<file path="src/rtl/du_lod_divider.sv">
// ---------------------------------------------------------------------------
// du_lod_divider
//
// Purpose:
//   Iterative unsigned Q48.16 divider for the GELU division unit.
//   quot = floor((num << FRAC) / den), saturated to all-ones on overflow
//   or on a zero denominator. Leading-one positions of the two operands
//   decide how many quotient bits can be non-zero, so the restoring loop
//   runs only s+1 iterations (s = lod(num<<FRAC) - lod(den)) instead of a
//   fixed W+FRAC.
//
// Ports:
//   clk          in   clock, rising edge
//   rst          in   asynchronous active-high reset
//   in_valid     in   operands valid
//   in_ready     out  block can accept operands (high only in IDLE)
//   num          in   W-bit unsigned Q48.16 numerator
//   den          in   W-bit unsigned Q48.16 denominator
//   out_valid    out  result valid (held until out_ready)
//   out_ready    in   consumer accepts result
//   quot         out  W-bit unsigned Q48.16 quotient
//   div_by_zero  out  den was zero for this transaction
//   overflow     out  quotient saturated to all-ones
//
// Also contains du_lod, the leading-one detector that feeds the divider.
// ---------------------------------------------------------------------------

// ---------------------------------------------------------------------------
// du_lod
//
// Purpose:
//   Leading-one detector: position of the most significant set bit.
//
// Ports:
//   d     in   W-bit operand
//   pos   out  index of the highest set bit (0 when d is zero)
//   zero  out  d is all zeros
// ---------------------------------------------------------------------------
module du_lod #(
   parameter int W  = 64,
   parameter int PW = $clog2(W)
) (
   input  logic [W-1:0]  d,
   output logic [PW-1:0] pos,
   output logic          zero
);

   // Ascending scan: the last set bit seen is the highest one.
   always_comb begin
      pos = '0;
      for (int k = 0; k < W; k++) begin
         if (d[k]) begin
            pos = PW'(k);
         end
      end
   end

   assign zero = (d == '0);

endmodule

module du_lod_divider #(
   parameter int W    = 64,
   parameter int FRAC = 16
) (
   input  logic         clk,
   input  logic         rst,
   input  logic         in_valid,
   output logic         in_ready,
   input  logic [W-1:0] num,
   input  logic [W-1:0] den,
   output logic         out_valid,
   input  logic         out_ready,
   output logic [W-1:0] quot,
   output logic         div_by_zero,
   output logic         overflow
);

   localparam int NW = W + FRAC;          // dividend width (num << FRAC)
   localparam int PW = $clog2(W);         // LOD position width
   localparam int AW = $clog2(NW);        // width of a, b and s
   localparam int IW = $clog2(W + 1);     // iteration index 0..W

   typedef enum logic [1:0] {
      IDLE,
      NORM,
      DIV,
      DONE
   } state_t;

   state_t          state_reg;
   logic [W-1:0]    num_reg;
   logic [W-1:0]    den_reg;
   logic [NW-1:0]   r_reg;        // partial remainder
   logic [NW:0]     dsh_reg;      // shifted divisor, one bit wider than R
   logic [W:0]      q_reg;        // quotient accumulator incl. overflow bit
   logic [IW-1:0]   i_reg;        // bit position being resolved
   logic            in_ready_reg;
   logic            out_valid_reg;
   logic [W-1:0]    quot_reg;
   logic            dbz_reg;
   logic            ovf_reg;

   // -----------------------------------------------------------------------
   // Leading-one detection on the latched operands
   // -----------------------------------------------------------------------
   logic [PW-1:0] num_pos;
   logic [PW-1:0] den_pos;
   logic          num_zero;
   logic          den_zero;

   du_lod #(.W(W), .PW(PW)) u_lod_num (
      .d    (num_reg),
      .pos  (num_pos),
      .zero (num_zero)
   );

   du_lod #(.W(W), .PW(PW)) u_lod_den (
      .d    (den_reg),
      .pos  (den_pos),
      .zero (den_zero)
   );

   // a is the leading-one position of the dividend, b that of the divisor.
   // The quotient has at most s+1 significant bits; s is only meaningful
   // when a >= b.
   logic [AW-1:0] lod_a;
   logic [AW-1:0] lod_b;
   logic [AW-1:0] shift_s;
   logic          a_lt_b;

   assign lod_a   = AW'(num_pos) + AW'(FRAC);
   assign lod_b   = AW'(den_pos);
   assign a_lt_b  = (lod_a < lod_b);
   assign shift_s = lod_a - lod_b;

   // -----------------------------------------------------------------------
   // One restoring-division step
   // -----------------------------------------------------------------------
   logic          step_ge;
   logic [NW-1:0] r_next;
   logic [W:0]    q_next;

   // When step_ge holds, dsh_reg <= r_reg < 2**NW, so its top bit is zero
   // and the subtraction can be done at NW bits.
   always_comb begin
      step_ge = ({1'b0, r_reg} >= dsh_reg);
      r_next  = r_reg;
      q_next  = q_reg;
      if (step_ge) begin
         r_next = r_reg - dsh_reg[NW-1:0];
         q_next = q_reg | ((W+1)'(1) << i_reg);
      end
   end

   // -----------------------------------------------------------------------
   // Control FSM with registered outputs
   // -----------------------------------------------------------------------
   always_ff @(posedge clk or posedge rst) begin
      if (rst) begin
         state_reg     <= IDLE;
         num_reg       <= '0;
         den_reg       <= '0;
         r_reg         <= '0;
         dsh_reg       <= '0;
         q_reg         <= '0;
         i_reg         <= '0;
         in_ready_reg  <= 1'b1;
         out_valid_reg <= 1'b0;
         quot_reg      <= '0;
         dbz_reg       <= 1'b0;
         ovf_reg       <= 1'b0;
      end else begin
         case (state_reg)
            IDLE: begin
               if (in_valid) begin
                  num_reg      <= num;
                  den_reg      <= den;
                  dbz_reg      <= 1'b0;
                  ovf_reg      <= 1'b0;
                  in_ready_reg <= 1'b0;
                  state_reg    <= NORM;
               end
            end

            NORM: begin
               // den==0 is tested first so that 0/0 saturates with
               // div_by_zero rather than returning zero.
               if (den_zero) begin
                  quot_reg      <= '1;
                  dbz_reg       <= 1'b1;
                  out_valid_reg <= 1'b1;
                  state_reg     <= DONE;
               end else if (num_zero || a_lt_b) begin
                  quot_reg      <= '0;
                  out_valid_reg <= 1'b1;
                  state_reg     <= DONE;
               end else if (shift_s >= AW'(W + 1)) begin
                  // Quotient is at least 2**W: cannot be represented.
                  quot_reg      <= '1;
                  ovf_reg       <= 1'b1;
                  out_valid_reg <= 1'b1;
                  state_reg     <= DONE;
               end else begin
                  r_reg     <= {num_reg, {FRAC{1'b0}}};
                  dsh_reg   <= (NW+1)'(den_reg) << shift_s;
                  q_reg     <= '0;
                  i_reg     <= IW'(shift_s);
                  state_reg <= DIV;
               end
            end

            DIV: begin
               r_reg   <= r_next;
               q_reg   <= q_next;
               dsh_reg <= dsh_reg >> 1;
               i_reg   <= i_reg - IW'(1);
               if (i_reg == '0) begin
                  if (q_next[W]) begin
                     quot_reg <= '1;
                     ovf_reg  <= 1'b1;
                  end else begin
                     quot_reg <= q_next[W-1:0];
                  end
                  out_valid_reg <= 1'b1;
                  state_reg     <= DONE;
               end
            end

            DONE: begin
               if (out_ready) begin
                  out_valid_reg <= 1'b0;
                  in_ready_reg  <= 1'b1;
                  state_reg     <= IDLE;
               end
            end

            default: begin
               out_valid_reg <= 1'b0;
               in_ready_reg  <= 1'b1;
               state_reg     <= IDLE;
            end
         endcase
      end
   end

   assign in_ready    = in_ready_reg;
   assign out_valid   = out_valid_reg;
   assign quot        = quot_reg;
   assign div_by_zero = dbz_reg;
   assign overflow    = ovf_reg;

endmodule

</file>
<file path="config.mk">
export PLATFORM = sky130hd
export DESIGN_NAME = du_lod_divider
export DESIGN_NICKNAME = d
export VERILOG_FILES = /design/src/rtl/du_lod_divider.sv
export SDC_FILE = /design/constraint.sdc
export NUM_CORES = 2
export LEC_CHECK = 0
export ABC_CLOCK_PERIOD_IN_PS = 14420
export CORE_MARGIN = 8
export CORE_UTILIZATION = 55
export CTS_CLUSTER_DIAMETER = 40
export DETAILED_ROUTE_END_ITERATION = 10
export PLACE_DENSITY = 0.78
export SLEW_MARGIN = 20
export SYNTH_ARGS = -nofsm -noshare
export SYNTH_HDL_FRONTEND = slang
export SYNTH_SLANG_ARGS = --single-unit
</file>
<file path="constraint.sdc">
create_clock -name clk -period 14.42 [get_ports clk]
set_input_delay 2.163 -clock clk [delete_from_list [all_inputs] [get_ports clk]]
set_output_delay 2.163 -clock clk [all_outputs]
set_load 0.005 [all_outputs]
</file>
==> metrics.yaml <==
floorplanning:
  dieArea_mm2: 0.0592
  die_x_um: 243
  ios: 200
  num_rows: 83
  die_y_um: 243
  initial_utilization_pct: 55.5
  core_area_mm2: 0.0512
sta:
  slew_viol_final: 0
  max_slew_margin_pct: 16.3
  fmax_ghz: 0.123
  tightest_slew_ns: 1.25
  skew_ns: 0.0238
  min_period_over_period_pct: 56.6
  setup_viol: 0
  fin_setup_tns_ns: 0
  rsz0062_at_grt: "no"
  min_period_ns: 8.15
  hold_violations: 0
worst_setup_path:
  path_max_fanout: 85
  timing.rr.start: "num_reg[2]"
  reg2reg_depth: 24
  r2r_slack_ns: 6.27
  arrival_ns: 8.61
  worst_setup_path_start_kind: "flop"
  critPathCaptureType: "flop"
  r2r_end: "r_reg[21]"
  startpoint: "num_reg[2]"
  crit_type: "flop to flop"
  crit_end: "r_reg[21]"
  cp.required_ns: 14.87
finish:
  seqCellArea_mm2: 0.0108
  multiInputGateArea_mm2: 0.0165
  largest_register_ffs: 81
  nets: 3594
  drive_gt1_share_pct: 11.9
  fillers: 4153
  antenna_cells: 0
  area_growth_syn_to_layout_pct: 17.6
synth:
  synth_nets: 3491
  ys_seq_area_share_pct: 38.0
  synthTopCellsByCount: "dfrtp_1, nand2_1, nor2_1, a21oi_1, o21ai_0"
  synth_flop_cell: "dfrtp_1"
  async_flop_share_pct: 100
  yosys_register_bits: 431
  synth.area.top_cells: "dfrtp_1, nand2_1, mux2_2, a21oi_1, nor2_1"
  synth_area_per_cell_um2: 8.72
  synth_edf_count: 0
  synth_top_area_share_pct: 37.9
  synth_cells: 3258
  synth.most_common_cell: "dfrtp_1"
  synth_cell_type_count: 84
  synth_largest_area_cell: "dfrtp_1"
  netlist_area_mm2: 0.0284
  yosys_warnings: 0
detailed_routing:
  via_count: 26600
  viasPerCell: 6.49
  wl_per_cell_um: 23.3
  detail_route.wirelength_um: 95600
  drtIter0Drc: 2921
  drc: 0
  firstDrtPassIters: 9
  drtAntennaViolNets: 0
global_route:
  met1_usage_pct: 42.6
  antenna_found_initial: 1
  gr-usage-met2_pct: 49.7
  grt_pass1_vias: 25700
  grt_max_degree: 117
  grt_pass1_wl_um: 149000
  grt_busiest_layer: "met2"
  grt_overflow: 0
  use_met3_pct: 6.11
  grt.total_usage_pct: 31.2
worst_hold_path:
  holdCritPathClass: "flop to flop"
place:
  io_buffers: 199
  dp_hpwl_um: 70100
  gp_congestion: 0.966
clocking:
  cts-resized-gates: 0
  cts_tree: "done"
  htreeDepth: 3
  post-cts-setup-buffers: 0
  clk_pin_slew_ns: 0.06
  insertion_delay_ns: 0.63
  ctsHoldBuffers: 0
  cts-root-buf: "clkbuf_16"
  cts.sinks: 431
  cts_made_buffers: 73
  clock_path_buffers: 3
job:
  maxCapViolations: 0
status:
  status: "complete, no violations"
==> critical path: stages (launching register included) <==
cell and delay [ns]:
dfrtp_1 0.40, nor2_1 0.08, o31ai_1 0.28, a211oi_1 0.15, o31ai_1 0.33, a21boi_0 0.17
o31ai_1 0.30, a211oi_1 0.16, nor3_1 0.17, o31ai_1 0.15, a2111oi_0 0.68, o31a_1 0.32
ha_1 0.18, nor2_1 0.06, a2111oi_0 0.85, a311o_2 0.23, buf_4 0.51, or4_4 0.28
a211oi_4 0.09, mux2_4 0.50, nand4_1 0.18, o21ai_2 0.15, nor2_4 0.58, buf_4 0.77
o21ai_0 0.23
==> area by class of cell <==
cell class	instances	share of cell area, %
multi-input combinational	2478	49.3
sequential	431	32.3
timing repair buffer	236	6.81
clock buffer	86	5.83
tap	680	2.55
clock inverter	49	1.66
inverter	141	1.61
==> cell usage in the layout, fill, tap and decap left out, drive strengths merged, types with 27 or more instances in the layout <==
cell type,count
a21o,36
nand3,65
mux2,133
clkbuf,86
buf,37
inv,156
xnor2,39
dfrtp,430
a221oi,58
mux4,53
nor3,49
a211oi,33
o31ai,36
o21ai,242
xor2,31
ha,98
a31oi,104
mux2i,86
clkdlybuf4s50,199
nand4,27
nor2,328
nor4,38
nand2,429
a21oi,291
==> metal layers <==
metal / part of all wire, % / routed length, um / up-vias
met5: 0.014 / 13 / -
met2: 47 / 44500 / 1293
met3: 8.3 / 7900 / 189
li1: - / - / 12100
met1: 42 / 40200 / 13000
met4: 3.1 / 3000 / 2
==> worst min-delay path by stage <==
stage	startpoint	endpoint	slack, ns	cells past startpoint
after global routing	dsh_reg[65]	dsh_reg[65]	0.51	2
after detailed placement	dsh_reg[65]	dsh_reg[65]	0.47	2
final	q_reg[43]	q_reg[43]	0.48	2
after floorplan	r_reg[6]	r_reg[6]	0.45	2
after CTS	q_reg[8]	q_reg[8]	0.48	2
after global placement	dsh_reg[65]	dsh_reg[65]	0.46	2
==> cells by family (layout without fill, tap and decap cells) <==
group                      after synthesis  count (layout)  share of synthesized area (%)
xor gates and xnor gates                70              70                           2.16
muxes                                  272             272                           12.5
adders and majority gates              101             101                           4.53
DFF                                    431             431                           38.0
and+or+nand+nor                       1047            1047                           16.2
AOI/OAI and AO/OA                      988             988                           21.9
buffers and inverters                  349             512                           4.76
==> through the flow <==
stage	setup slack, ns	utilization (%)	std cells	instance area, um2	hold WS, ns
global placement	6.61	60.3	3966	30900	0.462
finish	6.27	65.2	4101	33400	0.480
CTS	6.34	65.2	4101	33400	0.483
floorplan	0.255	-	3258	28400	0.445
detailed placement	6.35	60.3	3966	30900	0.471
global route	5.77	65.2	4101	33400	0.506
Power is left out: the tool's default activity adds up to more than one toggle a clock period on the data nets, which glitch-free logic cannot reach.
